File: src/rtl/uart_regmap_pkg.sv
// Shared definitions for the UART byte regmap protocol, used by both the host-side
// initiator and the target-side interface.
package uart_regmap_pkg;

    localparam int unsigned CMD_READ_BIT = 7;

    typedef enum logic [2:0] {
        StIdle,
        StCmd,
        StAddr,
        StLen,
        StWdata,
        StEcho,
        StRdata,
        StGap
    } regmap_state_e;

    // Command byte is {rw, slave_id}; the target echoes it back on reads.
    function automatic logic [7:0] cmd_byte(input logic rw, input logic [6:0] slave_id);
        logic [7:0] b;
        b = {1'b0, slave_id};
        b[CMD_READ_BIT] = rw;
        return b;
    endfunction

endpackage

File: src/rtl/uart_regmap_master_uart_tx_pacer.sv
// Byte pacing towards a uart_tx: registered trigger/data plus a short holdoff so a
// busy flag that rises a cycle or two after the trigger is never missed.
module uart_tx_pacer (
    input  logic       clk,
    input  logic       rst_sync,
    input  logic       load,
    input  logic [7:0] load_data,
    input  logic       tx_bsy,
    output logic       ready,
    output logic       tx_trig,
    output logic [7:0] send_data
);

    logic [1:0] holdoff_q;
    logic       trig_q;
    logic [7:0] data_q;

    assign ready     = !tx_bsy && (holdoff_q == 2'd0);
    assign tx_trig   = trig_q;
    assign send_data = data_q;

    always_ff @(posedge clk) begin
        if (rst_sync) begin
            holdoff_q <= 2'd0;
            trig_q    <= 1'b0;
            data_q    <= 8'h00;
        end else if (load && ready) begin
            holdoff_q <= 2'd2;
            trig_q    <= 1'b1;
            data_q    <= load_data;
        end else begin
            trig_q <= 1'b0;
            if (holdoff_q != 2'd0) begin
                holdoff_q <= holdoff_q - 2'd1;
            end
        end
    end

endmodule

File: src/rtl/uart_regmap_master.sv
// Host-side initiator for the UART byte regmap protocol: serialises read/write requests
// towards a uart_tx and collects the echo and read data from a uart_rx.
module uart_regmap_master
    import uart_regmap_pkg::*;
#(
    parameter int unsigned NUM_ADDR_BYTES = 2,
    parameter int unsigned GAP_CYCLES     = 512,
    parameter int unsigned RSP_TIMEOUT    = 65535
) (
    input  logic                        clk,
    input  logic                        rst_sync,
    input  logic                        req_valid,
    output logic                        req_ready,
    input  logic                        req_read,
    input  logic [6:0]                  req_slave_id,
    input  logic [8*NUM_ADDR_BYTES-1:0] req_addr,
    input  logic [7:0]                  req_len,
    input  logic [7:0]                  wr_data,
    input  logic                        wr_data_valid,
    output logic                        wr_data_ready,
    output logic [7:0]                  rd_data,
    output logic                        rd_data_valid,
    output logic                        done,
    output logic                        error,
    output logic                        tx_trig,
    output logic [7:0]                  send_data,
    input  logic                        tx_bsy,
    input  logic                        rx_data_valid,
    input  logic [7:0]                  rx_data_out
);

    localparam int unsigned AW    = 8 * NUM_ADDR_BYTES;
    localparam int unsigned TMO_W = $clog2(RSP_TIMEOUT + 1);
    localparam int unsigned GAP_W = $clog2(GAP_CYCLES + 1);

    regmap_state_e state_q, state_d;
    logic [8:0]       cnt_q, cnt_d;
    logic [TMO_W-1:0] tmo_q, tmo_d;
    logic [GAP_W-1:0] gap_q, gap_d;
    logic             err_q, err_d;
    logic             read_q, read_d;
    logic [6:0]       slave_q, slave_d;
    logic [AW-1:0]    addr_q, addr_d;
    logic [7:0]       len_q, len_d;
    logic             rd_valid_q, rd_valid_d;
    logic [7:0]       rd_data_q, rd_data_d;
    logic             done_q, done_d;
    logic             error_q, error_d;

    logic       pace_load;
    logic [7:0] pace_data;
    logic       pace_ready;
    logic [8:0] len_n;
    logic       last_data;
    logic       tmo_hit;

    uart_tx_pacer u_pacer (
        .clk       (clk),
        .rst_sync  (rst_sync),
        .load      (pace_load),
        .load_data (pace_data),
        .tx_bsy    (tx_bsy),
        .ready     (pace_ready),
        .tx_trig   (tx_trig),
        .send_data (send_data)
    );

    // A length byte of zero means a full 256-byte burst.
    assign len_n     = (len_q == 8'h00) ? 9'd256 : {1'b0, len_q};
    assign last_data = (cnt_q == len_n - 9'd1);
    assign tmo_hit   = (tmo_q == TMO_W'(RSP_TIMEOUT));

    assign req_ready     = (state_q == StIdle);
    assign wr_data_ready = (state_q == StWdata) && pace_ready;
    assign rd_data       = rd_data_q;
    assign rd_data_valid = rd_valid_q;
    assign done          = done_q;
    assign error         = error_q;

    always_comb begin
        state_d    = state_q;
        cnt_d      = cnt_q;
        tmo_d      = tmo_q;
        gap_d      = gap_q;
        err_d      = err_q;
        read_d     = read_q;
        slave_d    = slave_q;
        addr_d     = addr_q;
        len_d      = len_q;
        rd_valid_d = 1'b0;
        rd_data_d  = rd_data_q;
        done_d     = 1'b0;
        error_d    = 1'b0;
        pace_load  = 1'b0;
        pace_data  = 8'h00;

        unique case (state_q)
            StIdle: begin
                if (req_valid) begin
                    read_d  = req_read;
                    slave_d = req_slave_id;
                    addr_d  = req_addr;
                    len_d   = req_len;
                    err_d   = 1'b0;
                    cnt_d   = 9'd0;
                    state_d = StCmd;
                end
            end
            StCmd: begin
                if (pace_ready) begin
                    pace_load = 1'b1;
                    pace_data = cmd_byte(read_q, slave_q);
                    cnt_d     = 9'd0;
                    state_d   = StAddr;
                end
            end
            StAddr: begin
                // Address is kept as a shift register so the MSB byte is always on top.
                if (pace_ready) begin
                    pace_load = 1'b1;
                    pace_data = addr_q[AW-1 -: 8];
                    addr_d    = addr_q << 8;
                    if (cnt_q == 9'(NUM_ADDR_BYTES - 1)) begin
                        cnt_d   = 9'd0;
                        state_d = read_q ? StLen : StWdata;
                    end else begin
                        cnt_d = cnt_q + 9'd1;
                    end
                end
            end
            StLen: begin
                if (pace_ready) begin
                    pace_load = 1'b1;
                    pace_data = len_q;
                    tmo_d     = '0;
                    state_d   = StEcho;
                end
            end
            StWdata: begin
                if (wr_data_valid && pace_ready) begin
                    pace_load = 1'b1;
                    pace_data = wr_data;
                    if (last_data) begin
                        gap_d   = '0;
                        state_d = StGap;
                    end else begin
                        cnt_d = cnt_q + 9'd1;
                    end
                end
            end
            StEcho: begin
                if (rx_data_valid) begin
                    tmo_d = '0;
                    if (rx_data_out == cmd_byte(1'b1, slave_q)) begin
                        cnt_d   = 9'd0;
                        state_d = StRdata;
                    end else begin
                        err_d   = 1'b1;
                        gap_d   = '0;
                        state_d = StGap;
                    end
                end else if (tmo_hit) begin
                    err_d   = 1'b1;
                    gap_d   = '0;
                    state_d = StGap;
                end else begin
                    tmo_d = tmo_q + TMO_W'(1);
                end
            end
            StRdata: begin
                if (rx_data_valid) begin
                    tmo_d      = '0;
                    rd_valid_d = 1'b1;
                    rd_data_d  = rx_data_out;
                    if (last_data) begin
                        gap_d   = '0;
                        state_d = StGap;
                    end else begin
                        cnt_d = cnt_q + 9'd1;
                    end
                end else if (tmo_hit) begin
                    err_d   = 1'b1;
                    gap_d   = '0;
                    state_d = StGap;
                end else begin
                    tmo_d = tmo_q + TMO_W'(1);
                end
            end
            StGap: begin
                // The gap only starts once the last byte has actually left the transmitter.
                if (!pace_ready) begin
                    gap_d = '0;
                end else if (gap_q == GAP_W'(GAP_CYCLES - 1)) begin
                    done_d  = 1'b1;
                    error_d = err_q;
                    state_d = StIdle;
                end else begin
                    gap_d = gap_q + GAP_W'(1);
                end
            end
            default: state_d = StIdle;
        endcase
    end

    always_ff @(posedge clk) begin
        if (rst_sync) begin
            state_q    <= StIdle;
            cnt_q      <= 9'd0;
            tmo_q      <= '0;
            gap_q      <= '0;
            err_q      <= 1'b0;
            read_q     <= 1'b0;
            slave_q    <= 7'd0;
            addr_q     <= '0;
            len_q      <= 8'h00;
            rd_valid_q <= 1'b0;
            rd_data_q  <= 8'h00;
            done_q     <= 1'b0;
            error_q    <= 1'b0;
        end else begin
            state_q    <= state_d;
            cnt_q      <= cnt_d;
            tmo_q      <= tmo_d;
            gap_q      <= gap_d;
            err_q      <= err_d;
            read_q     <= read_d;
            slave_q    <= slave_d;
            addr_q     <= addr_d;
            len_q      <= len_d;
            rd_valid_q <= rd_valid_d;
            rd_data_q  <= rd_data_d;
            done_q     <= done_d;
            error_q    <= error_d;
        end
    end

endmodule

File: config.mk
export PLATFORM = sky130hd
export DESIGN_NAME = uart_regmap_master
export DESIGN_NICKNAME = d
export VERILOG_FILES = /design/src/rtl/uart_regmap_pkg.sv /design/src/rtl/uart_regmap_master_uart_tx_pacer.sv /design/src/rtl/uart_regmap_master.sv
export SDC_FILE = /design/constraint.sdc
export NUM_CORES = 1
export LEC_CHECK = 0
export ABC_CLOCK_PERIOD_IN_PS = 4500
export CAP_MARGIN = 20
export CORE_MARGIN = 2
export CORE_UTILIZATION = 40
export DETAILED_ROUTE_END_ITERATION = 8
export RECOVER_POWER = 50
export SYNTH_ARGS = -nofsm -noshare
export SYNTH_HDL_FRONTEND = slang
export SYNTH_SLANG_ARGS = --single-unit
File: constraint.sdc
create_clock -name clk -period 4.5 [get_ports clk]
set_clock_uncertainty 0.1 [all_clocks]
set_input_delay 0.45 -clock clk [delete_from_list [all_inputs] [get_ports clk]]
set_output_delay 0.45 -clock clk [all_outputs]
set_load 0.03 [all_outputs]
* Yosys cells after proc, flatten, opt, wreduce, memory -nomap -nowiden
Cells that the tools add are included.
Word-level totals: flip-flop bits (word level) 93, input port bits 54, output and inout bits 22, logic and storage cells 143
Cells by class: add/subtract/negate cells 5, equal/unequal tests 27, multiplexer cells 61, bitwise operators 4, reductions and logical operators 29
Operators by type and width (count):
- 2-to-1 mux 9 bit | 10
- 2-to-1 mux 10 bit | 8
- 2-to-1 mux 16 bit | 5
- one-hot mux 16 bit (2 select lines) | 2
- one-hot mux 9 bit (6 select lines) | 1
- one-hot mux 10 bit (4 select lines) | 1
- 2-to-1 mux 3 bit | 13
- 2-to-1 mux 8 bit | 4
- one-hot mux 8 bit (4 select lines) | 1
- one-hot mux 3 bit (8 select lines) | 1
- != test 2 bit (second input constant) | 11
- adder 16 x 1 -> 16 bit (second input constant) | 1
- equality test 16 bit (second input constant) | 1
- AND reduction 8 bit | 2
- equality test 3 bit (second input constant) | 4
- 2-to-1 mux 1 bit | 11
- adder 10 x 1 -> 10 bit (second input constant) | 1
- equality test 10 x 9 -> 1 bit (second input constant) | 1
- adder 9 x 1 -> 9 bit (second input constant) | 1
- equality test 9 x 1 -> 1 bit (second input constant) | 1
- equality test 9 bit | 1
- != test 3 bit (second input constant) | 3
- subtractor 9 x 1 -> 9 bit (second input constant) | 1
- equality test 8 bit | 1
- 23 further kinds | 40

* Depth between registers and ports, before layout
Gate-level depths: netlist (run 1).
word-level depth 7, depth in mapped cells 10, gate-level depth less buffers 9

* Modules after synthesis
Synthesis (run 1) repeated with hierarchy kept, for this count alone.
Unflattened totals: cells, all modules 619, area total of the unflattened synthesis 5014.8 um2
Modules (own cells, without submodules):
- uart_regmap_master | instances 1, cells an instance 574, area an instance 4536.9 um2, seq. area each 1641.6 um2
- uart_tx_pacer | instances 1, cells an instance 45, area an instance 478.0 um2, seq. area each 220.2 um2

* Least setup slack after synthesis (run 1)
OpenSTA, ideal clock, no wires.
path kind register to register, from register state_q[0], to register addr_q[13], setup time 86 ps, arrival 2428 ps, required time 4314 ps, path slack 1886 ps, stages on the path, launching flop included 8, buffers on the path 2, clock period less this slack 2614 ps, cells stage by stage dfxtp_1 > clkbuf_1 > nor3_1 > nand2_1 > nand2_1 > clkbuf_1 > nor2_1 > a211oi_1
On the way: word-level cells in the longest chain between the ends 3, elaborated cells between the ends (all ways) 7, classes of those cells 3 x eq/ne; 1 x mux; 3 x reduce/logical
Ends and longest elaborated chain:
- start, declared | line uart_regmap_master.sv:36 | regmap_state_e state_q, state_d;
- start signal, assigned | line uart_regmap_master.sv:207 | state_q <= StIdle;
- start signal, assigned | line uart_regmap_master.sv:221 | state_q <= state_d;
- logical NOT 3 bit (*)
- named net req_ready | line uart_regmap_master.sv:13 | output logic req_ready,
- != test 2 bit (no line) or nonzero test 2 bit (tied branches)
- AND reduction 3 bit (no line)
- end signal, assigned | line uart_regmap_master.sv:228 | addr_q <= addr_d;
- end, declared | line uart_regmap_master.sv:43 | logic [AW-1:0] addr_q, addr_d;
Mark *: on every way through the listed nets, which the timed path passes. The rest lies on a longest branch. A chain may end at the register's enable or synchronous reset.

==> results of run 1 <==
==> Yosys cell counts, drive strengths merged, types with 2 or more instances <==
master,count
nand2,95
dfxtp,93
nor2,74
a21oi,53
clkbuf,27
o21ai,26
mux2i,19
xnor2,19
a211oi,17
nand3,15
inv,14
nor3,14
xor2,14
a22oi,11
a31oi,9
a222oi,8
and3,8
nor4,8
or3,7
and2,6
ha,6
nand2b,6
a21o,5
and4,4
buf,4
nand4,4
nor3b,4
a41o,3
nor4b,3
o21a,3
a221oi,2
a2bb2oi,2
a311oi,2
a31o,2
nor2b,2
o22ai,2
or4,2
==> where the power goes <==
part           switching (mW)  internal [mW]
Clock                   0.334          0.445
Combinational           0.421          0.278
Sequential             0.0890          0.898
==> layer usage <==
metal  GRT usage  vias to the layer above  wire, um
li1            -                     2285         -
met1       0.277                     2068      5960
met2       0.330                      133      5920
met3      0.0498                       24       718
met4      0.0886                        0       368
met5           0                        -         0
==> worst min-delay path, stage by stage, from the launching register on <==
cell and delay (ns):
dfxtp_1 0.31, nand2_1 0.05, a21oi_1 0.05
==> path summary, 6_finish.rpt <==
check                           from                 endpoint  cells past startpoint
max                         rst_sync    tmo_q[7]$_SDFFE_PP0P_                      5
min          rd_data[4]$_SDFFE_PP0P_  rd_data[4]$_SDFFE_PP0P_                      2
max reg2reg  state_q[2]$_SDFFE_PP0P_    gap_q[7]$_SDFFE_PP0P_                      7
min reg2reg  rd_data[4]$_SDFFE_PP0P_  rd_data[4]$_SDFFE_PP0P_                      2
==> final cells by class <==
cell class	count	area [um^2]
antenna	1	2.50
clock buffer	10	239
clock inverter	6	61.3
fill	1102	5610
inverter	14	52.6
multi-input combinational	464	2710
sequential	93	1860
tap	143	179
timing repair buffer	83	797
==> cell usage in the layout, fill, tap and decap left out, types with 4 or more instances in the layout <==
cell             netlist  final
a22oi_1               11     11
mux2i_1               19     19
dlygate4sd3_1          0     21
and2_1                 6      4
o21ai_0               26     26
clkdlybuf4s50_1        0     53
dfxtp_1               93     93
inv_1                 14     14
nor2_1                73     73
a21oi_1               52     52
nor4_1                 7      7
nand2b_1               6      6
nor3_1                14     14
and3_1                 8      8
ha_1                   6      6
xor2_1                14     14
a31oi_1                9      9
a21o_1                 5      5
xnor2_1               19     19
nand3_1               15     15
a211oi_1              17     17
and4_1                 4      4
or3_1                  7      7
nor3b_1                4      4
a222oi_1               8      8
buf_4                  0      5
nand2_1               95     95
nand4_1                4      4
clkbuf_16              0      9
==> state kept, by name, summed over array words and instances (netlist names) <==
signal and cells:
addr_q 16, cnt_q 9, done 1, err_q 1, error 1, gap_q 10, len_q 8, rd_data 8
rd_data_valid 1, read_q 1, slave_q 7, state_q 3, tmo_q 16, u_pacer.holdoff_q 2, u_pacer.send_data 8, u_pacer.tx_trig 1
==> logic make-up (layout without fill, tap and decap cells) <==
| logic type | Yosys count | count (layout) | synth area share |
|---|---|---|---|
| other | 0 | 1 | 0 |
| AND/OR/NAND/NOR | 253 | 253 | 0.246 |
| flip-flops | 93 | 93 | 0.392 |
| AO/OA/AOI/OAI | 153 | 153 | 0.208 |
| buffers and inverters | 45 | 113 | 0.0379 |
| adder cells (fa/ha/maj) | 6 | 6 | 0.0158 |
| XOR/XNOR | 33 | 33 | 0.0608 |
| multiplexers | 19 | 19 | 0.0400 |
==> key figures, run 1 <==
Cells and area
  – Fin cells: between 800 and 900
  – Share of cells above drive strength 1: 0.0403
  – Final instance area: 0.00590 mm^2
  – Layout Area Growth over Synthesis: 24.2%
  – Final core utilization: 0.513
  – Final #Nets: about 730

STA
  – Highest Clock Rate: around 300 MHz
  – Final Hold Vio Count: 0
  – Slew Viols, Final: between 40 and 50
  – Slack of the critical path: approximately 1.1 ns
  – Fin crit period: 3.40 ns
  – RSZ-0062 raised after global routing: no
  – Final setup fails: 0
  – Setup TNS: 0 ns
  – Final Cycle Share: 0.755
  – Fin Hold WS: approximately 0.35 ns
  – Max_slew headroom: -0.257
  – Worst Tran Pin Value: 1.88 ns

Status
  – Status: finished, violations left
  – Failing checks: design-rule violations, max-capacitance violations, max-slew violations

Clock network
  – TritonCTS clock tree: built
  – Clock latency on the worst-skew pair: around 0.36 ns
  – Hold-fix buffers, CTS: 0
  – CTS H-Tree Depth: 3
  – CTS root buffer: clkbuf_16
  – # Post-CTS Setup Buffers: 0
  – CTS max path bufs: 2
  – TritonCTS Buffers: 9
  – Resized cells post-CTS: 0
  – Clk slew on worst S/H paths: 0.07 ns
  – Clock sinks: 93

Global route
  – Largest net degree at the start of global routing: 42
  – First-pass GRT wire length: between 20000 and 25000 um
  – Initial antenna violation count: 1
  – Vias in the first global route: 4161
  – Grt total ovfl: 0
  – Gr usage total: 0.210

Placement
  – GPL Wtd Cong: 0.953
  – Placed Instance Area: 0.00560 mm^2
  – Port Buffers: 75
  – DP HPWL: 9380 um
  – Cells after DPL: a little under 800
  – Setup slack at placement: between 1 and 1.5 ns

Logic synthesis
  – Synth Instances: around 600
  – Yosys Warn Count: 0
  – Post-synth cell types: between 50 and 60
  – Number of synthesized flops with an enable pin: 0
  – Mapped Nets: between 600 and 700
  – Mean Syn Cell Area: 7.89 um^2
  – Top_reg_cell synth: dfxtp_1
  – Leading area contributor after synthesis: dfxtp_1
  – Synth Register Bits: 93
  – Mapped Area: between 0.004 and 0.005 mm^2
  – Ranking of synthesized cells by area: dfxtp_1 (39%), nand2_1 (7.5%), nor2_1 (5.8%)
  – Post-synth ARST share: 0
  – Sequential share of the synthesized area: 0.392
  – Synth top area share: 0.392

Pwr
  – IR drop worst, VDD: ~270 uV
  – Power per cell area: ~420 mW/mm^2
  – Static Leak: around 2.1 nW
  – Total Power: 2.46 mW

Route
  – TritonRoute pass-1 iters: 7
  – DRT antenna net count: 0
  – Number of remaining DRC errors: 3
  – Initial DRC count: 330
  – Total number of vias: between 4000 and 5000
  – Avg Vias per Cell: ~5.5
  – WL final: 13000 um
  – Wirelength per Cell: 15.9 um

Die
  – Core footprint: approximately 0.012 mm^2
  – Top Ports: 76
  – Initial Util: 0.413
  – DIE AREA: approximately 0.013 mm^2
  – Die Span Y: ~110 um
  – # rows: 39
  – Die width: 113 um

Worst setup path
  – Slowest stage delay, CP: approximately 1.4 ns
  – Worst R2R Setup Slack: approximately 1.6 ns
  – CP cell instances: clkbuf_1 > clkbuf_1 > a21oi_1 > nand2_1 > nor2_1
  – CP Launch Type: input port
  – Worst path top cell family by delay: buffers and inverters
  – Worst setup path class: input port to flop
  – Bufs and invs on worst path: 2
  – Crit. End Element: flop
  – Worst path most repeated cell: clkbuf_1
  – Worst path arrival time: roughly 3.5 ns
  – Slowest CP cell: clkbuf_1
  – Max FO, Critical Path: 41
  – CP required: 4.62 ns

Min path
  – Worst hold path class: flop to flop

Job
  – Max-Cap Viols: 1
Power figures use the tool's default switching activity.
==> run 2: changes to the inputs <==
ABC_CLOCK_PERIOD_IN_PS = 3300   (was 4500)
clock period = 3.3 ns   (was 4.5 ns; I/O delays follow)
==> key figures, run 2 (same netlist as run 1, synthesis figures left out) <==
Cells and area
  – Final #Nets: 735 (+1.4%)
  – Biggest registers after layout: addr_q x16, tmo_q x16, gap_q x10
  – Final instance area: 0.00597 mm^2 (+1.2%)
  – Most common cell after layout, fill and taps aside: nand2_1
  – Share of cells above drive strength 1: 0.0486 (+0.00830)
  – Most frequent cells in the layout: nand2_1 (95), dfxtp_1 (93), nor2_1 (73)
  – Layout Area Growth over Synthesis: 25.7%
  – # diodes: 0 (-1)

STA
  – Slew Viols, Final: 0 (-100%)
  – RSZ-0062 raised after global routing: no
  – Final setup fails: 0 (unchanged)
  – Highest Clock Rate: 352 MHz
  – Worst Tran Pin Value: 1.41 ns (-0.472 ns)
  – Final Cycle Share: 0.860
  – Max_slew headroom: 0.0581 (+0.315)
  – Final Hold Vio Count: 0 (unchanged)
  – Setup TNS: 0 ns (unchanged)
  – Fin crit period: 2.84 ns

Placement
  – Placed Instance Area: 0.00568 mm^2 (+1.5%)
  – GPL Wtd Cong: 0.949 (-0.46%)
  – DP HPWL: 9750 um (+3.9%)
  – Port Buffers: 75 (unchanged)

Worst setup path
  – Reg2reg path depth: 9 (+2)
  – Slowest CP cell: nor4_4
  – Crit. End Element: flop
  – CP Launch Type: flop
  – Worst path arrival time: 2.91 ns (-0.61 ns)
  – Slowest stage delay, CP: 0.43 ns (-0.99 ns)
  – CP cell instances: inv_1 > ha_1 > nor4b_1 > a21o_1 > a32oi_1 > nor4_4 > nand3_1 > a21oi_2 > a311oi_1
  – CP required: 3.38 ns (-1.24 ns)
  – Setup crit end: gap_q[8]$_SDFFE_PP0P_
  – FF-to-FF End: gap_q[8]$_SDFFE_PP0P_
  – Worst R2R Setup Slack: 0.46 ns (-1.11 ns)
  – RR Startpoint: len_q[0]$_SDFFE_PP0P_
  – Start point of the critical path: len_q[0]$_SDFFE_PP0P_
  – Max FO, Critical Path: 9 (-78%)
  – Worst setup path class: flop to flop

Route
  – Total number of vias: 4590 (+1.8%)
  – DRT antenna net count: 0 (unchanged)
  – Wirelength per Cell: 16.3 um (+2.5%)
  – TritonRoute pass-1 iters: 7 (unchanged)
  – Initial DRC count: 334 (+1.2%)
  – WL final: 13400 um (+3.6%)
  – Avg Vias per Cell: 5.58 (+0.78%)
  – Number of remaining DRC errors: 3 (unchanged)

Pwr
  – IR drop worst, VDD: 258 uV (-3.5%)
  – Static Leak: 2.14 nW (+2.2%)
  – Total Power: 3.44 mW (+39%)
  – Power per cell area: 575 mW/mm^2 (+38%)

Min path
  – Worst hold path class: input port to flop

Clock network
  – CTS root buffer: clkbuf_16
  – Clock latency on the worst-skew pair: 0.35 ns (about the same)
  – Resized cells post-CTS: 0 (unchanged)
  – Hold-fix buffers, CTS: 0 (unchanged)
  – CTS max path bufs: 2 (unchanged)
  – Clock sinks: 93 (unchanged)
  – # Post-CTS Setup Buffers: 0 (unchanged)
  – TritonCTS Buffers: 9 (unchanged)
  – Clk slew on worst S/H paths: 0.06 ns (about the same)
  – CTS H-Tree Depth: 3 (unchanged)
  – TritonCTS clock tree: built

Status
  – Status: finished, violations left
  – Failing checks: design-rule violations

Global route
  – Gr usage total: 0.218 (+0.00833)
  – First-pass GRT wire length: 22200 um (+4.5%)
  – Grt total ovfl: 0 (unchanged)
  – Largest net degree at the start of global routing: 69 (+64%)
  – Vias in the first global route: 4453 (+7.0%)
  – Initial antenna violation count: 0 (-1)

Die
  – Top Ports: 76 (unchanged)
  – Initial Util: 0.413 (unchanged)
  – DIE AREA: 0.0128 mm^2 (unchanged)
  – # rows: 39 (unchanged)
  – Die width: 113 um (unchanged)
  – Core footprint: 0.0115 mm^2 (unchanged)
  – Die Span Y: 113 um (unchanged)

Job
  – Max-Cap Viols: 0 (-1)
run 2: layout make-up:
cell class	count	area [um^2]
sequential	93	1860
clock inverter	4	73.8
clock buffer	11	233
timing repair buffer	93	863
fill	1156	5540
multi-input combinational	464	2710
tap	143	179
inverter	14	52.6
run 2: through the flow:
stage	utilization	hold WS, ns	std cells	setup WS (ns)
6_report	0.519	0.292	822	0.463
5_1_grt	0.519	0.313	822	0.199
4_1_cts	0.520	0.293	822	0.443
3_5_place_dp	0.494	0.354	807	0.397
3_3_place_gp	0.494	0.344	807	0.431
2_1_floorplan	-	0.338	602	0.686
run 2: worst min-delay path by stage:
stage | slack, ns | depth (start not counted) | startpoint | end
floorplan | 0.34 | 1 | u_pacer.holdoff_q[0]$_SDFFE_PP0P_ | u_pacer.holdoff_q[0]$_SDFFE_PP0P_
global placement | 0.34 | 2 | rd_data[0]$_SDFFE_PP0P_ | rd_data[0]$_SDFFE_PP0P_
detailed placement | 0.35 | 2 | rd_data[1]$_SDFFE_PP0P_ | rd_data[1]$_SDFFE_PP0P_
CTS | 0.29 | 4 | rst_sync | gap_q[9]$_SDFFE_PP0P_
global route | 0.31 | 4 | rst_sync | gap_q[9]$_SDFFE_PP0P_
finish | 0.29 | 4 | rst_sync | gap_q[9]$_SDFFE_PP0P_
run 2: power by group:
part / switching, mW / internal, mW
Combinational: 0.614 / 0.398
Clock: 0.431 / 0.660
Sequential: 0.109 / 1.22
Total: 1.15 / 2.28
run 2: per-layer routing:
layer / up-vias / global-route usage / share of wire
li1: 2289 / - / -
met1: 2144 / 0.272 / 0.43
met2: 139 / 0.373 / 0.49
met3: 18 / 0.0487 / 0.060
met4: 0 / 0.0756 / 0.017
met5: - / 0 / 0
run 2: critical path: cells and delay by family, from the launching register on:
| family | cells | cell delay (ns) |
|---|---|---|
| AOI/OAI and AO/OA | 4 | 0.87 |
| adders and majority gates | 1 | 0.20 |
| buffers and inverters | 1 | 0.12 |
| DFF | 1 | 0.35 |
| and+or+nand+nor | 3 | 1.01 |
